**src/rtl/shift_add_multiplier_if.sv**
```systemverilog
`default_nettype none
// ============================================================================
// Module   : shift_add_multiplier_if
// Brief    : Operand-issue / writeback handshake bundle for shift_add_multiplier.
// Revision : 1.0 - initial release
// ============================================================================
interface shift_add_multiplier_if #(
    parameter int N = 64
);
    logic           in_valid;
    logic           in_ready;
    logic [N-1:0]   a;
    logic [N-1:0]   b;
    logic           flush;
    logic           out_valid;
    logic           out_ready;
    logic [2*N-1:0] product;

    modport master (
        output in_valid, a, b, flush, out_ready,
        input  in_ready, out_valid, product
    );

    modport slave (
        input  in_valid, a, b, flush, out_ready,
        output in_ready, out_valid, product
    );
endinterface
`default_nettype wire

```
**src/rtl/shift_add_multiplier.sv**
```systemverilog
`default_nettype none
// ============================================================================
// Module   : shift_add_multiplier
// Brief    : Iterative unsigned N x N -> 2N shift-and-add multiplier, one
//            multiplier bit per clock through an N-bit ripple-carry adder.
// Revision : 1.0 - initial release
// ============================================================================
module shift_add_multiplier #(
    parameter int N = 64
) (
    input  logic                 clk,
    input  logic                 rst_n,
    shift_add_multiplier_if.slave bus
);

    localparam int            CW     = (N > 1) ? $clog2(N) : 1;
    localparam logic [CW-1:0] C_LAST = CW'(N - 1);

    typedef enum logic [1:0] {
        S_IDLE = 2'd0,
        S_BUSY = 2'd1,
        S_DONE = 2'd2
    } state_t;

    state_t        r_state;
    logic [N-1:0]  r_mcand;
    logic [N-1:0]  r_acc;
    logic [N-1:0]  r_mq;
    logic [CW-1:0] r_cnt;
    logic          r_in_ready;
    logic          r_out_valid;

    logic [N-1:0]  w_add_b;
    logic [N-1:0]  w_sum;
    logic [N:0]    w_carry;
    logic          w_cout;

    // Adder operands: A = acc, B = mcand gated by the current multiplier LSB.
    assign w_add_b    = r_mq[0] ? r_mcand : '0;
    assign w_carry[0] = 1'b0;

    for (genvar i = 0; i < N; i++) begin : g_rca
        assign w_sum[i]     = r_acc[i] ^ w_add_b[i] ^ w_carry[i];
        assign w_carry[i+1] = (r_acc[i] & w_add_b[i]) |
                              (w_carry[i] & (r_acc[i] ^ w_add_b[i]));
    end

    assign w_cout = w_carry[N];

    assign bus.in_ready  = r_in_ready;
    assign bus.out_valid = r_out_valid;
    assign bus.product   = {r_acc, r_mq};

    always_ff @(posedge clk or negedge rst_n) begin
        if (!rst_n) begin
            r_state     <= S_IDLE;
            r_in_ready  <= 1'b1;
            r_out_valid <= 1'b0;
            r_cnt       <= '0;
            r_acc       <= '0;
            r_mq        <= '0;
            r_mcand     <= '0;
        end else if (bus.flush) begin
            r_state     <= S_IDLE;
            r_in_ready  <= 1'b1;
            r_out_valid <= 1'b0;
        end else begin
            case (r_state)
                S_IDLE: begin
                    if (bus.in_valid) begin
                        r_mcand    <= bus.a;
                        r_mq       <= bus.b;
                        r_acc      <= '0;
                        r_cnt      <= '0;
                        r_in_ready <= 1'b0;
                        r_state    <= S_BUSY;
                    end
                end
                S_BUSY: begin
                    // Carry-out becomes the new top bit; consumed mq LSB drops off.
                    {r_acc, r_mq} <= {w_cout, w_sum, r_mq[N-1:1]};
                    r_cnt         <= r_cnt + CW'(1);
                    if (r_cnt == C_LAST) begin
                        r_out_valid <= 1'b1;
                        r_state     <= S_DONE;
                    end
                end
                S_DONE: begin
                    if (bus.out_ready) begin
                        r_out_valid <= 1'b0;
                        r_in_ready  <= 1'b1;
                        r_state     <= S_IDLE;
                    end
                end
                default: begin
                    r_out_valid <= 1'b0;
                    r_in_ready  <= 1'b1;
                    r_state     <= S_IDLE;
                end
            endcase
        end
    end

endmodule
`default_nettype wire

```
**src/flat_wrapper.sv**
```systemverilog
// flat-port wrapper written by rule: the top's interface ports become plain ports
module shift_add_multiplier_flat 
#(
    parameter int N = 64
)
  (clk, rst_n, bus_in_valid, bus_a, bus_b, bus_flush, bus_out_ready, bus_in_ready, bus_out_valid, bus_product);
  shift_add_multiplier_if #(.N(N)) bus_i ();
  input  logic clk;
  input  logic rst_n;
  input wire logic [$bits(bus_i.in_valid)-1:0] bus_in_valid;
  input wire logic [$bits(bus_i.a)-1:0] bus_a;
  input wire logic [$bits(bus_i.b)-1:0] bus_b;
  input wire logic [$bits(bus_i.flush)-1:0] bus_flush;
  input wire logic [$bits(bus_i.out_ready)-1:0] bus_out_ready;
  output wire logic [$bits(bus_i.in_ready)-1:0] bus_in_ready;
  output wire logic [$bits(bus_i.out_valid)-1:0] bus_out_valid;
  output wire logic [$bits(bus_i.product)-1:0] bus_product;
  assign bus_i.in_valid = bus_in_valid;
  assign bus_i.a = bus_a;
  assign bus_i.b = bus_b;
  assign bus_i.flush = bus_flush;
  assign bus_i.out_ready = bus_out_ready;
  assign bus_in_ready = bus_i.in_ready;
  assign bus_out_valid = bus_i.out_valid;
  assign bus_product = bus_i.product;
  shift_add_multiplier #(.N(N)) u_core (.clk(clk), .rst_n(rst_n), .bus(bus_i));
endmodule
```
**config.mk**
```make
export PLATFORM = sky130hd
export DESIGN_NAME = shift_add_multiplier_flat
export DESIGN_NICKNAME = d
export VERILOG_FILES = /design/src/rtl/shift_add_multiplier_if.sv /design/src/rtl/shift_add_multiplier.sv /design/src/flat_wrapper.sv
export SDC_FILE = /design/constraint.sdc
export NUM_CORES = 1
export LEC_CHECK = 0
export CELL_PAD_IN_SITES_DETAIL_PLACEMENT = 1
export CELL_PAD_IN_SITES_GLOBAL_PLACEMENT = 2
export CORE_MARGIN = 2
export CORE_UTILIZATION = 40
export DETAILED_ROUTE_END_ITERATION = 12
export DONT_BUFFER_PORTS = 1
export MAX_ROUTING_LAYER = met4
export PLACE_DENSITY_LB_ADDON = 0.1
export SLEW_MARGIN = 20
export SYNTH_ARGS = -nofsm -noshare
export SYNTH_HDL_FRONTEND = slang
export SYNTH_SLANG_ARGS = --single-unit
```
**constraint.sdc**
```tcl
create_clock -name clk -period 27.9 [get_ports clk]
set_input_delay 2.79 -clock clk [delete_from_list [all_inputs] [get_ports clk]]
set_output_delay 2.79 -clock clk [all_outputs]
set_load 0.01 [all_outputs]
```
After elaboration in Yosys (flattened, before gate mapping)
Index checks and enable logic that the tools add are counted.
{"block": "op_classes", "bitwise_logic": 318, "mux": 20, "addsub": 1, "eq_ne": 9, "reduce_logical": 7}
{"op": "$pmux 64 s2", "n": 2}
{"op": "$mux 64", "n": 3}
{"op": "$and 1x1->1", "n": 127}
{"op": "$xor 1x1->1", "n": 127}
{"op": "$or 1x1->1", "n": 63}
{"op": "$reduce_and 3->1", "n": 5}
{"op": "$pmux 6 s2", "n": 1}
{"op": "$mux 2", "n": 4}
{"op": "$add 6x1->6 const B", "n": 1}
{"op": "$eq 6x6->1 const B", "n": 1}
{"op": "$mux 1", "n": 6}
{"op": "$mux 6", "n": 1}
{"op": "$ne 2x2->1 const B", "n": 3}
{"op": "$ne 3x3->1 const B", "n": 2}
{"op": "$pmux 1 s3", "n": 2}
{"op": "$pmux 2 s3", "n": 1}
{"op": "$ne 3x2->1 const B", "n": 1}
{"op": "$eq 2x1->1 const B", "n": 1}
{"op": "$eq 2x2->1 const B", "n": 1}
{"op": "$logic_not 2->1", "n": 1}
{"op": "$reduce_bool 2->1", "n": 1}
{"op": "$not 1->1", "n": 1}
{"block": "totals", "input_bits": 133, "wordCells": 362, "out_inout_bits": 130, "regBits": 202}

Depth between registers and ports, before layout
Gate-level depths: netlist of the first run.
{"block": "logic_depth", "word_depth": 129, "ltp_mapped": 70, "depth_no_buf": 69}

Least setup slack after synthesis of the first run
Ideal clock, no wire load.
{"block": "synth_timing", "kind": "register to register", "from": "reg u_core.r_mq[0]", "to": "reg u_core.r_acc[62]", "path_buffers": 2, "required_time_ns": 27.805, "period_less_slack_ns": 25.184, "setup_ns": 0.095, "path_stages_with_launch": 70, "slack_ns": 2.716, "t_arrival_ns": 25.088, "path_cell_list": "dfrtp_1 > clkbuf_1 > clkbuf_1 > nand2_1 > fa_1 > fa_1 > fa_1 > fa_1 > fa_1 > fa_1 > fa_1 > fa_1 > fa_1 > fa_1 > fa_1 > fa_1 > fa_1 > fa_1 > [... 34 more ...] > fa_1 > fa_1 > fa_1 > fa_1 > fa_1 > fa_1 > fa_1 > fa_1 > fa_1 > fa_1 > fa_1 > fa_1 > fa_1 > inv_1 > fa_1 > inv_1 > fa_1 > o31ai_1"}
{"block": "synth_between", "elab_chain_len": 128, "word_cells_on_any_way": 253, "classes_between": "mux: 2; bitwise: 251"}
{"element": "from (decl)", "line_no": "shift_add_multiplier.sv:28", "text": "logic [N-1:0] r_mq;"}
{"element": "from (signal assigned)", "line_no": "shift_add_multiplier.sv:72", "text": "r_mq <= bus.b;"}
{"element": "from (signal assigned)", "line_no": "shift_add_multiplier.sv:81", "text": "{r_acc, r_mq} <= {w_cout, w_sum, r_mq[N-1:1]};"}
{"element": "$mux 64 *", "line_no": "shift_add_multiplier.sv:39", "text": "assign w_add_b = r_mq[0] ? r_mcand : '0;"}
{"element": "$and 1x1->1 / $xor 1x1->1 (equally long branches)", "line_no": "shift_add_multiplier.sv:44, shift_add_multiplier.sv:45"}
{"element": "$and 1x1->1", "line_no": "shift_add_multiplier.sv:45", "text": "(w_carry[i] & (r_acc[i] ^ w_add_b[i]));"}
{"element": "$or 1x1->1", "line_no": "shift_add_multiplier.sv:44", "text": "assign w_carry[i+1] = (r_acc[i] & w_add_b[i]) |"}
{"element": "$and 1x1->1", "line_no": "shift_add_multiplier.sv:45"}
{"element": "$or 1x1->1", "line_no": "shift_add_multiplier.sv:44"}
{"element": "$and 1x1->1", "line_no": "shift_add_multiplier.sv:45"}
{"element": "$or 1x1->1", "line_no": "shift_add_multiplier.sv:44"}
{"element": "[... 112 more ...]"}
{"element": "$and 1x1->1", "line_no": "shift_add_multiplier.sv:45"}
{"element": "$or 1x1->1", "line_no": "shift_add_multiplier.sv:44"}
{"element": "$and 1x1->1", "line_no": "shift_add_multiplier.sv:45"}
{"element": "$or 1x1->1", "line_no": "shift_add_multiplier.sv:44"}
{"element": "$and 1x1->1", "line_no": "shift_add_multiplier.sv:45"}
{"element": "$or 1x1->1", "line_no": "shift_add_multiplier.sv:44"}
{"element": "$xor 1x1->1 *", "line_no": "shift_add_multiplier.sv:43", "text": "assign w_sum[i] = r_acc[i] ^ w_add_b[i] ^ w_carry[i];"}
{"element": "$pmux 64 s2 *", "line_no": "shift_add_multiplier.sv:68", "text": "case (r_state)"}
{"element": "to (signal assigned)", "line_no": "shift_add_multiplier.sv:81"}
{"element": "to (decl)", "line_no": "shift_add_multiplier.sv:27", "text": "logic [N-1:0] r_acc;"}
Every way passes the cells marked *; elsewhere a longest branch is shown, timed or not.
A chain may end at the register's enable or synchronous reset.

Worst setup path after layout of the first run
Same ends and word-level chain as after synthesis.

==> flow_summary_export.csv, run 1 <==
group,metric,value,unit
clocking,ctsResizeCount,0,
worst_setup_path,rrSetupSlack,1.61,ns
clocking,post_cts.repair.setup_buffers,0,
worst_setup_path,cp.arrival,26.71,ns
layout,drive_gt1_share,14.2,%
floorplanning,die_area,26900,sq um
layout,final_area,11200,sq um
worst_setup_path,cpPeakStageDelay,0.67,ns
clocking,cts_tree,"yes",
clocking,clock_latency,0.52,ns
global_route,grt_max_degree,203,
sta,fin_skew,0.0169,ns
worst_setup_path,cp_num_buf_inv,3,
clocking,root_buffer,"clkbuf_16",
worst_setup_path,endpoint_kind,"flip-flop",
drt,via_per_inst,5.58,
drt,route.detailed.drc,0,
sta,relSlewSlack,38.0,%
worst_setup_path,path_common_cell,"fa_1",
worst_setup_path,crit_required,28.32,ns
floorplanning,die_w,164,microns
yosys,synth_cell_types,36,
clocking,hold_buffers,0,
global_route,antenna_found_initial,3,
yosys,syn_nets,1092,
clocking,cts_sinks,202,
worst_setup_path,worstSetupStartpoint,"u_core.r_mq[0]",
pwr,powerDensity,77.6,nW/um^2
layout,final_common_cell,"dfrtp_1",
placement,placed_area,10400,sq um
worst_hold_path,holdCritPathClass,"flip-flop to flip-flop",
layout,synthToLayoutAreaGrowth,9.53,%
sta,period_share,94.2,%
layout,nets,1055,
worst_setup_path,path_max_fanout,27,
drt,drt_pass1_iterations,4,
yosys,seq_area_frac_synth,49.3,%
yosys,synthArstFlopShare,100,%
pwr,max-vdd-ir-drop,0.0000509,V
yosys,synth-seq-cells,202,
drt,drt-total-wl,25.6,mm
floorplanning,rows,58,
worst_setup_path,reg2reg_to,"u_core.r_acc[62]",
clocking,clk_pin_slew,0.06,ns
outcome,status,"finished clean",
floorplanning,ios,263,
pwr,leakage,4.26,nW
placement,hpwl,17.2,mm
layout,final_cell_mix,"dfrtp_1, o21ai_0, inv_1, nand2_1",
worst_hold_path,hold_depth,1,
sta,max_freq,38.0,MHz
layout,final_core_util,44.6,%
sta,drv_slew,0,
drt,drtIter0Drc,411,
pwr,p_total,871,uW
drt,wl_per_cell,21.2,microns
global_route,grt_overflow_total,0,
placement,place_congestion,0.789,
sta,worst_pin_slew,0.928,ns
sta,hold_viol,0,
clocking,htree_levels,1,
yosys,syn_area,10200,sq um
placement,numPortBuffers,0,
sta,tns,0,ns
layout,fill_cells,2653,
yosys,syn-mean-instance-area,11.5,sq um
job,maxCapViolCount,0,
floorplanning,initial_core_util,40.7,%
yosys,synthCells,894,
sta,finalSetupViolations,0,
floorplanning,coreArea,25200,sq um
drt,drtAntennaViolNets,0,
sta,whs,0.503,ns
worst_setup_path,ff2ff_path_depth,69,
worst_setup_path,crit_slowest_cell,"dfrtp_2",
worst_setup_path,startpoint_type,"flip-flop",
worst_hold_path,hold_end,"u_core.r_mcand[26]",
clocking,cts_buffer_depth,3,
yosys,yosys_warnings,0,
worst_setup_path,rr_startpoint,"u_core.r_mq[0]",
worst_setup_path,critical_path_class,"flip-flop to flip-flop",
yosys,ys.flop_type,"dfrtp_1",
global_route,grt_use_total,19.9,%
sta,rsz0062_at_grt,"false",
worst_setup_path,critPathTopFamily,"adder cells",
worst_hold_path,min_from,"u_core.r_mcand[26]",
global_route,grt_pass1_vias,7468,
floorplanning,die_h,164,microns
yosys,synth-edff-count,0,
global_route,grt_pass1_wl,41.5,mm
sta,min_period,26.29,ns
clocking,numCtsBuffers,25,
drt,vias,6748,
[cells in the mapped netlist (2+ instances only)]
master,count,area [sq um]
a21oi_1,3,15.0
and2_1,2,12.5
buf_1,4,15.0
buf_2,11,55.1
buf_4,5,37.5
buf_6,6,67.6
clkbuf_1,46,173
dfrtp_1,201,5030
fa_1,63,1260
ha_1,2,25.0
inv_1,67,251
mux2_2,65,732
mux2i_1,64,641
nand2_1,68,255
nand3_1,2,10.0
nor2_1,4,15.0
nor2b_1,2,12.5
o21ai_0,189,946
o21ai_1,9,45.0
o31ai_1,65,488
[sequential cells by signal, summed over array words and instances, names as in the netlist]
| register | flops |
|---|---|
| u_core.bus.in_ready | 1 |
| u_core.bus.out_valid | 1 |
| u_core.r_acc | 64 |
| u_core.r_cnt | 6 |
| u_core.r_mcand | 64 |
| u_core.r_mq | 64 |
| u_core.r_state | 2 |
[per-stage QoR]
step,setup WS [ns],instances
floorplan,2.72,894
global placement,1.94,1160
detailed placement,1.62,1160
CTS,1.53,1206
global route,0.794,1209
finish,1.61,1209
[worst reg2reg max path, delay by kind of cell, from the launching register on]
kind	cells	cell delay, ns
flops	1	0.67
simple gates	1	0.21
buf+inv	3	0.17
compound gates	1	0.25
fa+ha+maj	64	24.90
[area by class of cell]
type / count / area [sq um] / area share [%]
flip-flops and latches: 202 / 5060 / 45.0
multi-input cells: 553 / 4630 / 41.2
clock buffers: 39 / 748 / 6.66
well taps: 330 / 413 / 3.68
inverters: 67 / 251 / 2.24
clock inverters: 7 / 63.8 / 0.568
repair buffers: 8 / 60.1 / 0.535
diodes: 3 / 7.51 / 0.0669
[how the worst max path moves through the flow]
| stage | end | slack (ns) | cells past startpoint |
|---|---|---|---|
| 2_1_floorplan | u_core.r_acc[62] | 2.72 | 69 |
| 3_3_place_gp | u_core.r_acc[62] | 1.94 | 69 |
| 3_5_place_dp | u_core.r_acc[62] | 1.62 | 69 |
| 4_1_cts | u_core.r_acc[62] | 1.53 | 69 |
| 5_1_grt | u_core.r_acc[62] | 0.79 | 69 |
| 6_report | u_core.r_acc[62] | 1.61 | 69 |
[power breakdown]
part	internal, mW	switching (mW)
Clock	0.193	0.123
Sequential	0.347	0.0661
Combinational	0.0614	0.0803
Total	0.601	0.270
[per-layer routing]
metal	GRT usage (%)	part of all wire (%)	wire length, microns	vias up
met5	-	0	0	-
met4	5.58	2.0	522	0
met3	5.38	7.7	1980	30
met2	32.0	48	12400	191
met1	24.8	42	10700	3502
li1	-	-	-	3025
[kinds of logic (layout without fill, tap and decap cells)]
group           Yosys count  in the layout  synth area share [%]
compound gates          272            272                  15.1
simple gates             87             87                  3.80
flops                   202            202                  49.3
mux                     129            129                  13.4
fa+ha+maj                65             65                  12.5
buf+inv                 139            121                  5.85
other cells               0              3                     0
Note: power is estimated with default switching activity, not from simulation.
==> run 2, diff against run 1 <==
CORE_UTILIZATION = 42   (was 40)
CTS_BUF_LIST = sky130_fd_sc_hd__clkbuf_4 sky130_fd_sc_hd__clkbuf_8   (was unset)
==> run 2 against run 1 <==
Clock power down 3%. Wire length about the same. Non-clock buffer count unchanged. Maximum frequency up 0.53%. Design area up 0.19%. Register-to-register slack better by 0.14 ns.
==> flow_summary_export.csv, run 2 (synthesized netlist as in run 1, its figures left out) <==
group,metric,value,unit
worst_setup_path,path_max_fanout,26,
sta,worst_pin_slew,1.02,ns
sta,max_freq,38.2,MHz
layout,seq_area,5060,sq um
pwr,max-vdd-ir-drop,0.0000486,V
sta,period_share,93.7,%
drt,wl_per_cell,21.0,microns
layout,final_common_cell,"dfrtp_1",
pwr,powerDensity,76.4,nW/um^2
layout,synthToLayoutAreaGrowth,9.74,%
placement,place_ws,1.82,ns
sta,tns,0,ns
placement,place_congestion,0.790,
floorplanning,initial_core_util,42.5,%
drt,drtIter0Drc,358,
global_route,grt_pass1_vias,7605,
floorplanning,coreArea,24100,sq um
sta,hold_viol,0,
global_route,grt_use_total,20.8,%
clocking,root_buffer,"clkbuf_8",
sta,fin_skew,0.0165,ns
worst_setup_path,critical_path_class,"flip-flop to flip-flop",
clocking,cts_sinks,202,
worst_setup_path,path_common_cell,"fa_1",
drt,drtAntennaViolNets,0,
layout,drive_gt1_share,16.9,%
pwr,p_total,859,uW
layout,final_cell_mix,"dfrtp_1, o21ai_0, inv_1, nand2_1",
floorplanning,ios,263,
job,maxCapViolCount,0,
floorplanning,die_area,25700,sq um
worst_setup_path,startpoint_type,"flip-flop",
layout,multiInputGateArea,4630,sq um
clocking,clk_pin_slew,0.06,ns
clocking,clock_latency,0.52,ns
floorplanning,die_h,160,microns
clocking,post_cts.repair.setup_buffers,0,
worst_hold_path,holdCritPathClass,"flip-flop to flip-flop",
outcome,status,"finished clean",
clocking,ctsResizeCount,0,
clocking,cts_buffer_depth,3,
pwr,leakage,4.31,nW
clocking,htree_levels,2,
sta,relSlewSlack,32.0,%
drt,vias,6825,
clocking,cts_tree,"yes",
layout,fill_cells,2614,
worst_setup_path,cpPeakStageDelay,0.66,ns
sta,drv_slew,0,
worst_setup_path,cp.arrival,26.56,ns
sta,finalSetupViolations,0,
placement,hpwl,16.6,mm
floorplanning,rows,57,
sta,worst_slack,1.75,ns
clocking,numCtsBuffers,38,
sta,min_period,26.15,ns
placement,numPortBuffers,0,
global_route,antenna_found_initial,0,
drt,route.detailed.drc,0,
clocking,hold_buffers,0,
floorplanning,die_w,160,microns
worst_setup_path,crit_required,28.31,ns
worst_setup_path,endpoint_kind,"flip-flop",
layout,nets,1068,
layout,n_antenna_cell,0,
global_route,grt_pass1_wl,41.9,mm
global_route,grt_overflow_total,0,
layout,top_regs,"u_core.r_acc (64), u_core.r_mcand (64), u_core.r_mq (64)",
drt,drt-total-wl,25.6,mm
sta,rsz0062_at_grt,"false",
worst_setup_path,crit_slowest_cell,"dfrtp_2",
drt,drt_pass1_iterations,4,
global_route,grt_max_degree,203,
drt,via_per_inst,5.59,
run 2: worst max-delay path, delay by kind of cell (launching register included):
kind / cells / cell delay, ns
fa+ha+maj: 64 / 24.77
simple gates: 1 / 0.20
buf+inv: 3 / 0.18
flops: 1 / 0.66
compound gates: 1 / 0.23
run 2: power by group:
group          leakage (nW)  internal [mW]  switching, mW  total [mW]
Clock                 0.443          0.184          0.121       0.305
Sequential             2.56          0.348         0.0654       0.413
Combinational          1.30         0.0615         0.0798       0.141
run 2: final cells by class:
class	count	share of cell area [%]
Tap cell	324	3.60
Inverter	67	2.24
Multi-Input combinational cell	553	41.1
Sequential cell	202	45.0
Timing Repair Buffer	8	0.712
Clock buffer	67	7.36
run 2: worst paths after layout:
| check | slack (ns) | cells past startpoint | from | endpoint |
|---|---|---|---|---|
| worst max-delay path | 1.75 | 69 | u_core.r_mq[0] | u_core.r_acc[62] |
| worst min-delay path | 0.50 | 1 | u_core.r_mcand[60] | u_core.r_mcand[60] |
| worst max register to register | 1.75 | 69 | u_core.r_mq[0] | u_core.r_acc[62] |
| worst min register to register | 0.50 | 1 | u_core.r_mcand[60] | u_core.r_mcand[60] |
| max in group asynchronous | 25.30 | 0 | rst_n | u_core.r_mq[0] |
| min in group asynchronous | 1.98 | 0 | rst_n | u_core.r_mq[44] |
run 2: layer usage:
layer / global-route usage (%) / up-vias / routed length (microns)
li1: - / 3037 / -
met1: 24.7 / 3522 / 10600
met2: 34.0 / 217 / 12400
met4: 6.14 / 0 / 610
met5: - / - / 0
met3: 6.60 / 49 / 2060
run 2: per-stage QoR:
| stage | instances | hold slack (ns) | util (%) | instance area [sq um] |
|---|---|---|---|---|
| after floorplan | 894 | 0.473 | - | 10200 |
| after global placement | 1153 | 0.488 | 43.1 | 10400 |
| after detailed placement | 1153 | 0.497 | 43.1 | 10400 |
| after CTS | 1220 | 0.510 | 46.5 | 11200 |
| after global routing | 1221 | 0.520 | 46.7 | 11200 |
| final | 1221 | 0.504 | 46.7 | 11200 |
